## src/rtl/cache_pkg.sv

```systemverilog
`default_nettype none
// ============================================================================
// Module      : cache_pkg
// Description : Shared types and constants for the direct-mapped byte cache.
//               Holds the controller state encoding, the default line geometry
//               and the saturating statistics-counter helper.
// Contents    : state_t, AWIDTH_DEF, IDX_BITS_DEF, TAG_BITS, LINES, CNT_W,
//               sat_inc()
// Revision    : 1.0 - initial release
// ============================================================================
package cache_pkg;

    // Default geometry: 9-bit byte address, 16 lines, 5-bit tag.
    localparam int AWIDTH_DEF   = 9;
    localparam int IDX_BITS_DEF = 4;
    localparam int TAG_BITS     = AWIDTH_DEF - IDX_BITS_DEF;
    localparam int LINES        = 1 << IDX_BITS_DEF;

    // Width of the read hit / read miss statistics counters.
    localparam int CNT_W = 16;

    typedef enum logic [2:0] {
        ST_IDLE     = 3'd0,
        ST_RD_ISSUE = 3'd1,
        ST_RD_FILL  = 3'd2,
        ST_WR_ISSUE = 3'd3,
        ST_WR_WAIT  = 3'd4
    } state_t;

    // Increment that sticks at all-ones instead of wrapping.
    function automatic logic [CNT_W-1:0] sat_inc(input logic [CNT_W-1:0] v);
        return (v == '1) ? v : v + CNT_W'(1);
    endfunction

endpackage
`default_nettype wire

```

## src/rtl/cache_line_array.sv

```systemverilog
`default_nettype none
// ============================================================================
// Module      : cache_line_array
// Description : Valid/tag/data storage for a direct-mapped cache with one byte
//               per line. Combinational lookup, a single write port that either
//               updates the data only or fills a whole line, and a synchronous
//               clear of every valid bit.
// Ports       : clk, rst        - clock, asynchronous active-high reset
//               i_clr           - clear all valid bits at this edge
//               i_we, i_fill    - write enable; fill also sets valid and tag
//               i_widx/_wtag/_wdata - write port
//               i_ridx          - lookup index
//               o_rvalid/_rtag/_rdata - lookup result
// Revision    : 1.0 - initial release
// ============================================================================
module cache_line_array
    import cache_pkg::*;
#(
    parameter int IDX_W  = IDX_BITS_DEF,
    parameter int TAG_W  = TAG_BITS,
    parameter int DATA_W = 8
) (
    input  logic              clk,
    input  logic              rst,
    input  logic              i_clr,
    input  logic              i_we,
    input  logic              i_fill,
    input  logic [IDX_W-1:0]  i_widx,
    input  logic [TAG_W-1:0]  i_wtag,
    input  logic [DATA_W-1:0] i_wdata,
    input  logic [IDX_W-1:0]  i_ridx,
    output logic              o_rvalid,
    output logic [TAG_W-1:0]  o_rtag,
    output logic [DATA_W-1:0] o_rdata
);

    localparam int N_LINES = 1 << IDX_W;

    logic [N_LINES-1:0] valid_q;
    logic [N_LINES-1:0] valid_d;
    logic [TAG_W-1:0]   tag_q  [N_LINES];
    logic [DATA_W-1:0]  data_q [N_LINES];

    // Clear is applied last so that a flush on the same edge as a fill
    // leaves the line invalid.
    always_comb begin
        valid_d = valid_q;
        if (i_we && i_fill) begin
            valid_d[i_widx] = 1'b1;
        end
        if (i_clr) begin
            valid_d = '0;
        end
    end

    always_ff @(posedge clk or posedge rst) begin
        if (rst) begin
            valid_q <= '0;
        end else begin
            valid_q <= valid_d;
        end
    end

    // Tag and data payload carry no reset; valid bits alone qualify them.
    always_ff @(posedge clk) begin
        if (i_we) begin
            data_q[i_widx] <= i_wdata;
            if (i_fill) begin
                tag_q[i_widx] <= i_wtag;
            end
        end
    end

    assign o_rvalid = valid_q[i_ridx];
    assign o_rtag   = tag_q[i_ridx];
    assign o_rdata  = data_q[i_ridx];

endmodule
`default_nettype wire

```

## src/rtl/dm_cache_ctrl.sv

```systemverilog
`default_nettype none
// ============================================================================
// Module      : dm_cache_ctrl
// Description : Direct-mapped, write-through, no-write-allocate byte cache
//               between a processor load/store port and main_memory.
//               Read hits complete in one cycle; read misses fetch and fill;
//               every write goes to memory and updates the line on a hit.
// Ports       : clk, reset                       - clock, async active-high reset
//               cpu_req/_we/_addr/_wdata         - processor request
//               cpu_ready/_done/_rdata           - handshake and read data
//               cache_flush                      - invalidate all lines
//               rd_mem/wr_mem/addr_mem/data_in   - memory command side
//               data_out/ready_mem               - memory response side
//               hit_cnt/miss_cnt                 - saturating read statistics
// Revision    : 1.0 - initial release
// ============================================================================
module dm_cache_ctrl
    import cache_pkg::*;
#(
    parameter int AWIDTH   = AWIDTH_DEF,
    parameter int DWIDTH   = 8,
    parameter int IDX_BITS = IDX_BITS_DEF
) (
    input  logic              clk,
    input  logic              reset,
    input  logic              cpu_req,
    input  logic              cpu_we,
    input  logic [AWIDTH-1:0] cpu_addr,
    input  logic [DWIDTH-1:0] cpu_wdata,
    output logic              cpu_ready,
    output logic              cpu_done,
    output logic [DWIDTH-1:0] cpu_rdata,
    input  logic              cache_flush,
    output logic              rd_mem,
    output logic              wr_mem,
    output logic [AWIDTH-1:0] addr_mem,
    output logic [DWIDTH-1:0] data_in,
    input  logic [DWIDTH-1:0] data_out,
    input  logic              ready_mem,
    output logic [CNT_W-1:0]  hit_cnt,
    output logic [CNT_W-1:0]  miss_cnt
);

    localparam int TAG_W = AWIDTH - IDX_BITS;

    state_t              state_q,    state_d;
    logic                done_q,     done_d;
    logic [DWIDTH-1:0]   rdata_q,    rdata_d;
    logic                rd_mem_q,   rd_mem_d;
    logic                wr_mem_q,   wr_mem_d;
    logic [AWIDTH-1:0]   addr_q,     addr_d;
    logic [DWIDTH-1:0]   wdat_q,     wdat_d;
    logic [CNT_W-1:0]    hit_cnt_q,  hit_cnt_d;
    logic [CNT_W-1:0]    miss_cnt_q, miss_cnt_d;

    logic                w_lk_valid;
    logic [TAG_W-1:0]    w_lk_tag;
    logic [DWIDTH-1:0]   w_lk_data;
    logic                w_hit;
    logic                w_accept;

    logic                w_lw_we;
    logic                w_lw_fill;
    logic [IDX_BITS-1:0] w_lw_idx;
    logic [TAG_W-1:0]    w_lw_tag;
    logic [DWIDTH-1:0]   w_lw_data;

    cache_line_array #(
        .IDX_W  (IDX_BITS),
        .TAG_W  (TAG_W),
        .DATA_W (DWIDTH)
    ) u_lines (
        .clk      (clk),
        .rst      (reset),
        .i_clr    (cache_flush),
        .i_we     (w_lw_we),
        .i_fill   (w_lw_fill),
        .i_widx   (w_lw_idx),
        .i_wtag   (w_lw_tag),
        .i_wdata  (w_lw_data),
        .i_ridx   (cpu_addr[IDX_BITS-1:0]),
        .o_rvalid (w_lk_valid),
        .o_rtag   (w_lk_tag),
        .o_rdata  (w_lk_data)
    );

    // The done cycle blocks acceptance so every completion is separated
    // from the next request by at least one cycle.
    assign cpu_ready = (state_q == ST_IDLE) && ready_mem && !done_q;
    assign w_accept  = cpu_req && cpu_ready;
    assign w_hit     = w_lk_valid && (w_lk_tag == cpu_addr[AWIDTH-1:IDX_BITS]);

    always_comb begin
        state_d    = state_q;
        done_d     = 1'b0;
        rdata_d    = rdata_q;
        rd_mem_d   = 1'b0;
        wr_mem_d   = 1'b0;
        addr_d     = addr_q;
        wdat_d     = wdat_q;
        hit_cnt_d  = hit_cnt_q;
        miss_cnt_d = miss_cnt_q;
        w_lw_we    = 1'b0;
        w_lw_fill  = 1'b0;
        w_lw_idx   = cpu_addr[IDX_BITS-1:0];
        w_lw_tag   = addr_q[AWIDTH-1:IDX_BITS];
        w_lw_data  = cpu_wdata;

        case (state_q)
            ST_IDLE: begin
                if (w_accept) begin
                    if (!cpu_we) begin
                        if (w_hit) begin
                            rdata_d   = w_lk_data;
                            done_d    = 1'b1;
                            hit_cnt_d = sat_inc(hit_cnt_q);
                        end else begin
                            addr_d     = cpu_addr;
                            miss_cnt_d = sat_inc(miss_cnt_q);
                            rd_mem_d   = 1'b1;
                            state_d    = ST_RD_ISSUE;
                        end
                    end else begin
                        addr_d   = cpu_addr;
                        wdat_d   = cpu_wdata;
                        // Write hit refreshes the cached byte; a miss never allocates.
                        w_lw_we  = w_hit;
                        wr_mem_d = 1'b1;
                        state_d  = ST_WR_ISSUE;
                    end
                end
            end
            ST_RD_ISSUE: begin
                state_d = ST_RD_FILL;
            end
            ST_RD_FILL: begin
                w_lw_we   = 1'b1;
                w_lw_fill = 1'b1;
                w_lw_idx  = addr_q[IDX_BITS-1:0];
                w_lw_data = data_out;
                rdata_d   = data_out;
                done_d    = 1'b1;
                state_d   = ST_IDLE;
            end
            ST_WR_ISSUE: begin
                state_d = ST_WR_WAIT;
            end
            ST_WR_WAIT: begin
                done_d  = 1'b1;
                state_d = ST_IDLE;
            end
            default: begin
                state_d = ST_IDLE;
            end
        endcase
    end

    always_ff @(posedge clk or posedge reset) begin
        if (reset) begin
            state_q    <= ST_IDLE;
            done_q     <= 1'b0;
            rdata_q    <= '0;
            rd_mem_q   <= 1'b0;
            wr_mem_q   <= 1'b0;
            addr_q     <= '0;
            wdat_q     <= '0;
            hit_cnt_q  <= '0;
            miss_cnt_q <= '0;
        end else begin
            state_q    <= state_d;
            done_q     <= done_d;
            rdata_q    <= rdata_d;
            rd_mem_q   <= rd_mem_d;
            wr_mem_q   <= wr_mem_d;
            addr_q     <= addr_d;
            wdat_q     <= wdat_d;
            hit_cnt_q  <= hit_cnt_d;
            miss_cnt_q <= miss_cnt_d;
        end
    end

    assign cpu_done  = done_q;
    assign cpu_rdata = rdata_q;
    assign rd_mem    = rd_mem_q;
    assign wr_mem    = wr_mem_q;
    assign addr_mem  = addr_q;
    assign data_in   = wdat_q;
    assign hit_cnt   = hit_cnt_q;
    assign miss_cnt  = miss_cnt_q;

endmodule
`default_nettype wire
```

## config.mk

```make
export PLATFORM = sky130hd
export DESIGN_NAME = dm_cache_ctrl
export DESIGN_NICKNAME = d
export VERILOG_FILES = /design/src/rtl/cache_pkg.sv /design/src/rtl/cache_line_array.sv /design/src/rtl/dm_cache_ctrl.sv
export SDC_FILE = /design/constraint.sdc
export NUM_CORES = 1
export LEC_CHECK = 0
export ABC_AREA = 1
export BUFFER_PORTS_ARGS = -buffer_cell sky130_fd_sc_hd__buf_2
export CAP_MARGIN = 30
export CORE_UTILIZATION = 45
export DETAILED_ROUTE_END_ITERATION = 16
export GPL_TIMING_DRIVEN = 1
export MAX_ROUTING_LAYER = met4
export PLACE_DENSITY_LB_ADDON = 0.25
export SYNTH_ARGS = -nofsm -noshare
export SYNTH_HDL_FRONTEND = slang
export SYNTH_SLANG_ARGS = --single-unit
```

## constraint.sdc

```tcl
create_clock -name clk -period 2.95 [get_ports clk]
set_input_delay 0.59 -clock clk [delete_from_list [all_inputs] [get_ports clk]]
set_output_delay 0.59 -clock clk [all_outputs]
set_load 0.05 [all_outputs]
```

==> results_dict.tcl, run 1 <==
set metrics [dict create \
    status "completed" \
    totalPowerFinal_mw 11.17 \
    synth_area_mm2 0.01305 \
    finalCritPeriodShare 0.8774 \
    layout_common_cells "nand2_1 (296), edfxtp_1 (208), inv_1 (140)" \
    grt_pass1_wl_um 52920 \
    crit_cells 10 \
    final_common_cell "nand2_1" \
    place_congestion 0.9095 \
    r2r_end "u_lines.tag_q[12][3]$_DFFE_PP_" \
    drv_cap 0 \
    fillers 2458 \
    regToRegStartpoint "state_q[2]$_DFFE_PP0P_" \
    synth-seq-area-share 0.6300 \
    power_density_mw_per_mm2 730.6 \
    synth_edf_count 208 \
    relSlewSlack 0.4308 \
    insertion_delay_ns 0.56 \
    dieHeight_um 172.3 \
    dr.pass1.iters 9 \
    met3_length_um 2804 \
    finalMaxSlewViolations 0 \
    min_path_type "input pin to async pin" \
    rsz0062_at_grt "false" \
    top_layer "met4" \
    cts_root_buf "clkbuf_16" \
    drc 0 \
    row_count 61 \
    grt_pass1_vias 9391 \
    peakVddDrop_uv 530.6 \
    cts_buffers 31 \
    cp-endpoint "u_lines.tag_q[12][3]$_DFFE_PP_" \
    post_cts_buffers 0 \
    cts.clk_slew.worst_paths_ns 0.06 \
    routed_wl_um 34260 \
    setup_viol 0 \
    end_kind "flop" \
    reg2reg_setup_slack_ns 0.36 \
    antenna_found_initial 0 \
    synth_seq_cells 287 \
    cts.sinks 287 \
    synthesis.nets 1335 \
    num_antenna_cells 0 \
    hold_ws_ns 0.1726 \
    worst_setup_path_start_kind "flop" \
    gr-usage-all-layers 0.2440 \
    critPathArrivalTime_ns 2.85 \
    slowest_stage "dfrtp_1" \
    synth-main-ff-cell "edfxtp_1" \
    worst_pin_slew_ns 0.8538 \
    clockBufferDepth 3 \
    cp_top_family "buffers and inverters" \
    wl_met1_um 14650 \
    p_leak_nw 6.490 \
    crit_buf_inv 5 \
    crit_chain "nor3_2 > clkinv_1 > o21ai_0 > inv_1 > nor2_1 > inv_1 > nor2_1 > inv_1 > nor2_1 > buf_4" \
    dieArea_mm2 0.02969 \
    avgRoutedWirePerCell_um 18.65 \
    initial_utilization 0.4635 \
    fin_tns_setup_ns 0 \
    ys.warnings.count 0 \
    io_buffers 91 \
    finClkSkew_ns 0.01523 \
    syn_avg_cell_area_um2 10.02 \
    met2_length_um 15940 \
    crit_start "state_q[2]$_DFFE_PP0P_" \
    die_w_um 172.3 \
    cts_tree "built" \
    hold_viol 0 \
    cpPeakStageDelay_ns 0.45 \
    synth.distinct_cells 40 \
    pin_count 92 \
    criticalPathCategory "flop to flop" \
    htree_levels 1 \
    avgViaCountPerCell 5.374 \
    area_growth_pct 17.12 \
    async_flop_share 0.2753 \
    fmax_ghz 0.3863 \
    cp.required_ns 3.21 \
    drtIter0Drc 1099 \
    place_hpwl_um 23560 \
    grt_max_degree 56 \
    reg2regPathDepth 10 \
    post_cts_resize_count 0 \
    fin_nets 1467 \
    grt_overflow_total 0 \
    crit_fanout 9 \
    hold_buffers 0 \
    layout-drive-gt1-share 0.1734 \
    min_period_ns 2.588 \
    ant_nets 0 \
    vias 9872 \
    core_mm2 0.02816 \
    synthCells 1302 \
]
-- cells in the mapped netlist, types with 7 or more instances --
| master | count | area share |
|---|---|---|
| o211ai_1 | 11 | 0.0063 |
| inv_1 | 142 | 0.041 |
| buf_6 | 8 | 0.0069 |
| o21ai_0 | 83 | 0.032 |
| nand3_1 | 131 | 0.050 |
| a21oi_1 | 21 | 0.0081 |
| clkbuf_1 | 33 | 0.0095 |
| nor3_1 | 8 | 0.0031 |
| a21oi_2 | 10 | 0.0067 |
| nor2_1 | 121 | 0.035 |
| xnor2_1 | 9 | 0.0060 |
| xor2_1 | 19 | 0.013 |
| dfrtp_1 | 79 | 0.15 |
| buf_2 | 20 | 0.0077 |
| inv_2 | 7 | 0.0020 |
| o22ai_1 | 10 | 0.0048 |
| nand4_1 | 20 | 0.0096 |
| nand2_1 | 296 | 0.085 |
| edfxtp_1 | 208 | 0.48 |
| nor4_1 | 8 | 0.0038 |
| o221ai_1 | 22 | 0.015 |
-- metal layers --
layer / global-route usage / vias up
li1: - / 4665
met1: 0.3243 / 4715
met2: 0.3866 / 433
met3: 0.04097 / 59
met4: 0.06926 / 0
met5: - / -
-- how the worst min path moves through the flow --
stage | from | end | slack, ns | depth (start not counted)
global route | reset | u_lines.valid_q[9]$_DFFE_PP0P_ | 0.23 | 2
global placement | state_q[1]$_DFFE_PP0P_ | state_q[1]$_DFFE_PP0P_ | 0.43 | 1
detailed placement | state_q[1]$_DFFE_PP0P_ | state_q[1]$_DFFE_PP0P_ | 0.43 | 1
finish | reset | u_lines.valid_q[9]$_DFFE_PP0P_ | 0.17 | 2
floorplan | state_q[1]$_DFFE_PP0P_ | state_q[1]$_DFFE_PP0P_ | 0.41 | 1
CTS | reset | u_lines.valid_q[13]$_DFFE_PP0P_ | 0.21 | 2
-- cells by family after synthesis --
| kind of cell | Yosys count | share of synthesized area |
|---|---|---|
| AOI/OAI and AO/OA | 164 | 0.07745 |
| adders and majority gates | 2 | 0.001917 |
| xor gates and xnor gates | 28 | 0.01879 |
| and+or+nand+nor | 606 | 0.2028 |
| buffers and inverters | 215 | 0.06902 |
| DFF | 287 | 0.6300 |
-- sequential cells by signal, summed over array words and instances, names as in the netlist, 3 cells and up --
signal and flops:
miss_cnt 16, data_in 8, state_q 3, addr_mem 9
u_lines.data_q 128, hit_cnt 16, u_lines.valid_q 16, cpu_rdata 8
u_lines.tag_q 80
-- stage by stage --
stage / instance area, µm² / worst slack [ns] / cells / utilization
floorplan: 13050 / 0.0007512 / 1302 / -
global placement: 14270 / 0.2092 / 1778 / 0.5067
detailed placement: 14270 / 0.1763 / 1778 / 0.5067
CTS: 15280 / 0.3974 / 1836 / 0.5426
global route: 15290 / 0.1369 / 1837 / 0.5428
finish: 15290 / 0.3616 / 1837 / 0.5428
-- cell type report --
cell class / instances / area, µm² / share of cell area
Tap cell: 378 / 473.0 / 0.03094
Multi-Input combinational cell: 800 / 3934 / 0.2573
Timing Repair Buffer: 165 / 1086 / 0.07104
Clock buffer: 35 / 790.8 / 0.05173
Sequential cell: 287 / 8223 / 0.5379
Inverter: 149 / 560.5 / 0.03667
Clock inverter: 23 / 220.2 / 0.01440
-- report_power, final --
group / switching [mW] / total, mW / internal (mW)
clock network: 1.57 / 3.85 / 2.27
logic: 1.78 / 2.30 / 0.511
registers: 0.200 / 5.03 / 4.83
total: 3.56 / 11.2 / 7.61
-- worst register-to-register path, delay by kind of cell (launching register included) --
kind,cells,cell delay [ns]
flip-flops,1,0.45
AO/OA/AOI/OAI,1,0.37
buffers and inverters,5,0.82
AND/OR/NAND/NOR,4,0.65
Power figures use the tool's default switching activity.
==> inputs of run 2 (changes only) <==
--- a/config.mk
+++ b/config.mk
@@ -8,11 +8,13 @@
 export ABC_AREA = 1
 export BUFFER_PORTS_ARGS = -buffer_cell sky130_fd_sc_hd__buf_2
 export CAP_MARGIN = 30
-export CORE_UTILIZATION = 45
+export CORE_ASPECT_RATIO = 1.2
+export CORE_UTILIZATION = 33
 export DETAILED_ROUTE_END_ITERATION = 16
 export GPL_TIMING_DRIVEN = 1
 export MAX_ROUTING_LAYER = met4
 export PLACE_DENSITY_LB_ADDON = 0.25
 export SYNTH_ARGS = -nofsm -noshare
 export SYNTH_HDL_FRONTEND = slang
+export SYNTH_HIERARCHICAL = 1
 export SYNTH_SLANG_ARGS = --single-unit
==> results_dict.tcl, run 2 <==
set metrics [dict create \
    p_leak_nw 7.357 \
    yosysMostFrequentCell "nand2_1" \
    area_growth_pct 18.35 \
    ant_nets 0 \
    synthCells 1469 \
    synth.largest_area_cell "edfxtp_1" \
    grt_overflow_total 0 \
    crit_fanout 8 \
    finalMaxSlewViolations 0 \
    clock_power_share 0.288 \
    post_cts_buffers 0 \
    insertion_delay_ns 0.56 \
    pin_count 92 \
    power_density_mw_per_mm2 758.4 \
    criticalPathCategory "flop to flop" \
    finalCritPeriodShare 0.9060 \
    layout_common_cells "nand2_1 (497), inv_1 (229), nand3_1 (215)" \
    final_common_cell "nand2_1" \
    cp.required_ns 3.18 \
    core_mm2 0.03994 \
    min_path_type "input pin to async pin" \
    initial_utilization 0.3357 \
    place_congestion 0.8591 \
    layout-drive-gt1-share 0.1626 \
    avgRoutedWirePerCell_um 16.42 \
    fin_nets 1654 \
    dr.pass1.iters 5 \
    end_kind "flop" \
    synth-seq-area-share 0.6132 \
    regToRegStartpoint "state_q[0]$_DFFE_PP0P_" \
    fillers 3999 \
    cts_root_buf "clkbuf_16" \
    hold_viol 0 \
    grt_pass1_vias 10070 \
    io_buffers 91 \
    fmax_ghz 0.3742 \
    cts.clk_slew.worst_paths_ns 0.07 \
    power.switching_mw 4.342 \
    routed_wl_um 35770 \
    cts_buffers 27 \
    synth_top_area_frac 0.4658 \
    synth_seq_cells 287 \
    seqPwrFrac 0.435 \
    hold_buffers 0 \
    synthesis.nets 1502 \
    die_w_um 186.0 \
    grt_pass1_wl_um 56150 \
    post_cts_resize_count 0 \
    cts_tree "built" \
    htree_levels 1 \
    cts.sinks 287 \
    power_frac_comb 0.277 \
    row_count 80 \
    antenna_found_initial 3 \
    synth-main-ff-cell "edfxtp_1" \
    setup_viol 0 \
    place_hpwl_um 24860 \
    reg2regPathDepth 7 \
    finClkSkew_ns 0.01375 \
    synthTopCellsByCount "nand2_1 (497), inv_1 (231), nand3_1 (215)" \
    intPower_mw 7.693 \
    vias 10100 \
    r2r_end "u_lines/tag_q[6][0]$_DFFE_PP_" \
    reg2reg_setup_slack_ns 0.28 \
    largest-register "u_lines/data_q" \
    utilization 0.3974 \
    totalPowerFinal_mw 12.04 \
    drtIter0Drc 679 \
    rsz0062_at_grt "false" \
    synth_area_leaders "edfxtp_1 (47%), dfrtp_1 (15%), nand2_1 (14%)" \
    gr-usage-all-layers 0.1815 \
    avgViaCountPerCell 4.637 \
    top_regs "u_lines/data_q: 128 flops, u_lines/tag_q: 80 flops" \
    status "completed" \
    drv_cap 0 \
    ys.warnings.count 6 \
    async_flop_share 0.2753 \
    worst_setup_path_start_kind "flop" \
    critPathArrivalTime_ns 2.91 \
    peakVddDrop_uv 507.7 \
    clockBufferDepth 3 \
    dieArea_mm2 0.04145 \
    syn_avg_cell_area_um2 9.128 \
    synth_area_mm2 0.01341 \
    synth.distinct_cells 30 \
    worst_pin_slew_ns 0.7024 \
    grt_max_degree 67 \
    drc 0 \
    dieHeight_um 222.8 \
    relSlewSlack 0.5317 \
    fin_tns_setup_ns 0 \
    synth_edf_count 208 \
    min_period_ns 2.673 \
    largest_register_ffs 128 \
    p_sw_frac 0.3608 \
]
-- run 2: cell count changes after synthesis, sizes merged, moves of 9 or more --
cell    change
o221ai     -22
o21ai      -50
o22ai      -10
nand3      +85
nand2     +206
xor2        -9
clkbuf     -26
nor2       -56
a21oi      -14
buf        +18
o211ai     -11
nand4      -18
inv        +87
-- run 2: worst max path at each step --
| stage | endpoint | startpoint | depth (start not counted) | slack (ns) |
|---|---|---|---|---|
| final | u_lines/tag_q[6][0]$_DFFE_PP_ | state_q[0]$_DFFE_PP0P_ | 7 | 0.28 |
| after global routing | u_lines/tag_q[14][1]$_DFFE_PP_ | state_q[0]$_DFFE_PP0P_ | 7 | 0.06 |
| after CTS | u_lines/tag_q[6][1]$_DFFE_PP_ | state_q[0]$_DFFE_PP0P_ | 7 | 0.31 |
| after detailed placement | u_lines/data_q[11][3]$_DFFE_PP_ | cpu_addr[0] | 20 | -0.24 |
| after global placement | u_lines/data_q[11][3]$_DFFE_PP_ | cpu_addr[0] | 19 | -0.22 |
| after floorplan | u_lines/tag_q[0][0]$_DFFE_PP_ | cpu_addr[0] | 19 | 0.05 |
-- run 2: metal layers --
| layer | share of wire | wire length (µm) | track usage | up-vias |
|---|---|---|---|---|
| met2 | 0.50 | 17900 | 0.3038 | 279 |
| met3 | 0.053 | 1905 | 0.02442 | 39 |
| li1 | - | - | - | 4972 |
| met1 | 0.43 | 15330 | 0.2301 | 4809 |
| met5 | 0 | 0 | - | - |
| met4 | 0.018 | 641 | 0.04548 | 0 |
-- run 2: power by group through the flow --
stage	Sequential (mW)	Clock [mW]	Combinational, mW
after floorplan	6.17	0	1.19
after CTS	5.24	3.56	3.39
after detailed placement	5.32	0	3.38
after global routing	5.28	3.69	3.58
final	5.24	3.46	3.33
after global placement	5.32	0	3.36
-- run 2: cell type report --
| class | count | area, µm² | share of cell area |
|---|---|---|---|
| clock inverters | 15 | 131.4 | 0.008278 |
| flip-flops and latches | 287 | 8223 | 0.5181 |
| well taps | 533 | 666.9 | 0.04202 |
| multi-input cells | 887 | 3983 | 0.2509 |
| clock buffers | 35 | 747.0 | 0.04707 |
| inverters | 237 | 890.9 | 0.05613 |
| diodes | 3 | 7.507 | 0.0004730 |
| repair buffers | 181 | 1221 | 0.07695 |
-- run 2: stage by stage --
step / worst slack (ns) / std cells / hold slack (ns) / area (µm²)
after floorplan: 0.05042 / 1469 / 0.4751 / 13450
after global placement: -0.2236 / 2125 / 0.4583 / 14980
after detailed placement: -0.2360 / 2125 / 0.4622 / 14980
after CTS: 0.3071 / 2175 / 0.1432 / 15860
after global routing: 0.06377 / 2178 / 0.1669 / 15870
final: 0.2774 / 2178 / 0.1328 / 15870
-- run 2: critical path, stage by stage, from the launching register on --
cell and delay (ns):
dfrtp_1 0.45, nor3_2 0.24, clkinv_1 0.27, o21ai_0 0.59, nand2_1 0.30, nor2_1 0.17, nand2_1 0.09, inv_1 0.23
-- run 2: cells by family (layout without fill, tap and decap cells) --
logic type / Yosys count / after routing / synth area share
and+or+nand+nor: 808 / 808 / 0.2555
buffers and inverters: 295 / 468 / 0.09340
DFF: 287 / 287 / 0.6132
AOI/OAI and AO/OA: 51 / 51 / 0.01903
xor gates and xnor gates: 26 / 26 / 0.01698
adders and majority gates: 2 / 2 / 0.001866
other: 0 / 3 / 0
==> inputs of run 3 (changes only) <==
--- a/config.mk
+++ b/config.mk
@@ -7,13 +7,13 @@
 export LEC_CHECK = 0
 export ABC_AREA = 1
 export BUFFER_PORTS_ARGS = -buffer_cell sky130_fd_sc_hd__buf_2
-export CAP_MARGIN = 30
 export CORE_ASPECT_RATIO = 1.2
 export CORE_UTILIZATION = 33
 export DETAILED_ROUTE_END_ITERATION = 16
 export GPL_TIMING_DRIVEN = 1
 export MAX_ROUTING_LAYER = met4
-export PLACE_DENSITY_LB_ADDON = 0.25
+export PLACE_DENSITY = 0.47
+export RECOVER_POWER = 25
 export SYNTH_ARGS = -nofsm -noshare
 export SYNTH_HDL_FRONTEND = slang
 export SYNTH_HIERARCHICAL = 1
==> results_dict.tcl, run 3 (synthesized netlist as in run 2, its figures left out) <==
set metrics [dict create \
    routed_wl_um 36610 \
    grt_max_degree 49 \
    core_mm2 0.03994 \
    rsz0062_at_grt "false" \
    finalCritPeriodShare 0.9046 \
    power.switching_mw 4.326 \
    largest_register_ffs 128 \
    cts_root_buf "clkbuf_16" \
    seqPwrFrac 0.434 \
    p_sw_frac 0.3568 \
    avgRoutedWirePerCell_um 16.80 \
    cts_buffers 30 \
    intPower_mw 7.798 \
    clockBufferDepth 3 \
    totalPowerFinal_mw 12.12 \
    crit_chain "buf_4 > buf_12 > buf_4 > nand2_1 > nand3_1 > nand3_1 > nand3_1 > nand2_1 > inv_1 > nand2_1 > nand2_1 > nor2_1 > nand4_1 > o21ai_2 > buf_4 > nand3_1 > buf_4 > nor2_2 > buf_4" \
    finClkSkew_ns 0.02406 \
    wl_met1_um 15870 \
    dr.pass1.iters 5 \
    cp_top_family "simple AND/OR/NAND/NOR gates" \
    area_growth_pct 18.51 \
    worst_setup_path_start_kind "input pin" \
    io_buffers 91 \
    place_congestion 0.8306 \
    cts.clk_slew.worst_paths_ns 0.06 \
    die_w_um 186.0 \
    p_leak_nw 7.371 \
    cpPeakStageDelay_ns 0.21 \
    cts.sinks 287 \
    largest-register "u_lines/data_q" \
    relSlewSlack 0.3123 \
    layout_common_cells "nand2_1 (497), inv_1 (230), nand3_1 (215)" \
    fin_tns_setup_ns 0 \
    min_path_type "input pin to async pin" \
    end_kind "flop" \
    slowest_stage "nand4_1" \
    clock_power_share 0.297 \
    crit_top_cell "buf_4" \
    critPathArrivalTime_ns 2.95 \
    final_common_cell "nand2_1" \
    top_regs "u_lines/data_q: 128 flops, u_lines/tag_q: 80 flops" \
    seqCellArea_mm2 0.008223 \
    hold_viol 0 \
    dieHeight_um 222.8 \
    cp.required_ns 3.23 \
    setup_viol 0 \
    criticalPathCategory "input pin to flop" \
    avgViaCountPerCell 4.567 \
    layout-drive-gt1-share 0.1582 \
    power_density_mw_per_mm2 762.9 \
    grt_pass1_wl_um 57660 \
    met2_length_um 18030 \
    row_count 80 \
    detailedPlace.worstSlack_ns -0.3278 \
    multi_input_area_mm2 0.003994 \
    grt_overflow_total 0 \
    power_frac_comb 0.269 \
    cts_tree "built" \
    fin_nets 1653 \
    insertion_delay_ns 0.57 \
    vias 9952 \
    initial_utilization 0.3357 \
    fmax_ghz 0.3747 \
    drc 0 \
    pin_count 92 \
    antenna_found_initial 2 \
    post_cts_buffers 0 \
    place_hpwl_um 25770 \
    dieArea_mm2 0.04145 \
    finalMaxSlewViolations 0 \
    min_period_ns 2.668 \
    top_layer "met4" \
    post_cts_resize_count 0 \
    met3_length_um 1678 \
    worst_slack_ns 0.2815 \
    ant_nets 0 \
    drtIter0Drc 486 \
    drv_cap 0 \
    hold_buffers 0 \
    crit_buf_inv 7 \
    htree_levels 1 \
    status "completed" \
    peakVddDrop_uv 509.0 \
    gr-usage-all-layers 0.1886 \
    grt_pass1_vias 10160 \
    crit_fanout 31 \
    worst_pin_slew_ns 1.030 \
    fillers 4035 \
]
## run 3: changes by cell type in the layout (fill, tap and decap cells not counted), moves of 4 or more
cell	previous run	this run
buf_4	84	73
clkbuf_1	5	10
clkinv_1	3	9
clkinv_2	4	11
clkinvlp_4	4	0
inv_6	4	0
## run 3: final cells by class
| cell class | count | share of cell area |
|---|---|---|
| diodes | 2 | 0.0003149 |
| clock buffers | 34 | 0.04819 |
| clock inverters | 22 | 0.01039 |
| inverters | 237 | 0.05606 |
| multi-input cells | 887 | 0.2513 |
| flip-flops and latches | 287 | 0.5174 |
| well taps | 533 | 0.04197 |
| repair buffers | 177 | 0.07432 |
## run 3: path summary, 6_finish.rpt
| path | slack (ns) | cells after the start | start | endpoint |
|---|---|---|---|---|
| worst min-delay path | 0.15 | 2 | reset | u_lines/valid_q[6]$_DFFE_PP0P_ |
| min in group clk | 0.30 | 2 | cpu_we | rd_mem$_DFF_PP0_ |
| worst max register to register | 0.32 | 7 | state_q[0]$_DFFE_PP0P_ | u_lines/tag_q[2][1]$_DFFE_PP_ |
| worst min register to register | 0.48 | 2 | cpu_rdata[2]$_DFFE_PP0P_ | cpu_rdata[2]$_DFFE_PP0P_ |
| max in group asynchronous | 1.11 | 3 | reset | hit_cnt[15]$_DFFE_PP0P_ |
| worst max-delay path | 0.28 | 19 | cpu_addr[0] | u_lines/data_q[9][5]$_DFFE_PP_ |
## run 3: worst register-to-register path: stages, from the launching register on
cell,delay [ns]
dfrtp_1,0.44
nor3_2,0.24
clkinv_1,0.17
o21ai_0,0.66
nand2_1,0.29
nor2_1,0.16
nand2_1,0.10
inv_1,0.23
## run 3: metrics by stage
step | hold WS (ns) | utilization | instances | instance area, µm²
finish | 0.1510 | 0.3979 | 2179 | 15890
global route | 0.1946 | 0.3979 | 2179 | 15890
CTS | 0.1261 | 0.3987 | 2177 | 15920
detailed placement | 0.4636 | 0.3753 | 2121 | 14990
global placement | 0.4560 | 0.3753 | 2121 | 14990
floorplan | 0.4751 | - | 1469 | 13450
## run 3: per-layer routing
layer	up-vias	GRT usage
met3	71	0.02786
met1	4702	0.2317
met4	0	0.06187
li1	4965	-
met5	-	-
met2	214	0.3156
## run 3: power by group through the flow
stage               clock [mW]  sequential, mW  combinational [mW]
finish                    3.61            5.26                3.26
global route              3.85            5.30                3.56
CTS                       3.72            5.25                3.37
detailed placement           0            5.33                3.37
global placement             0            5.33                3.36
floorplan                    0            6.17                1.19
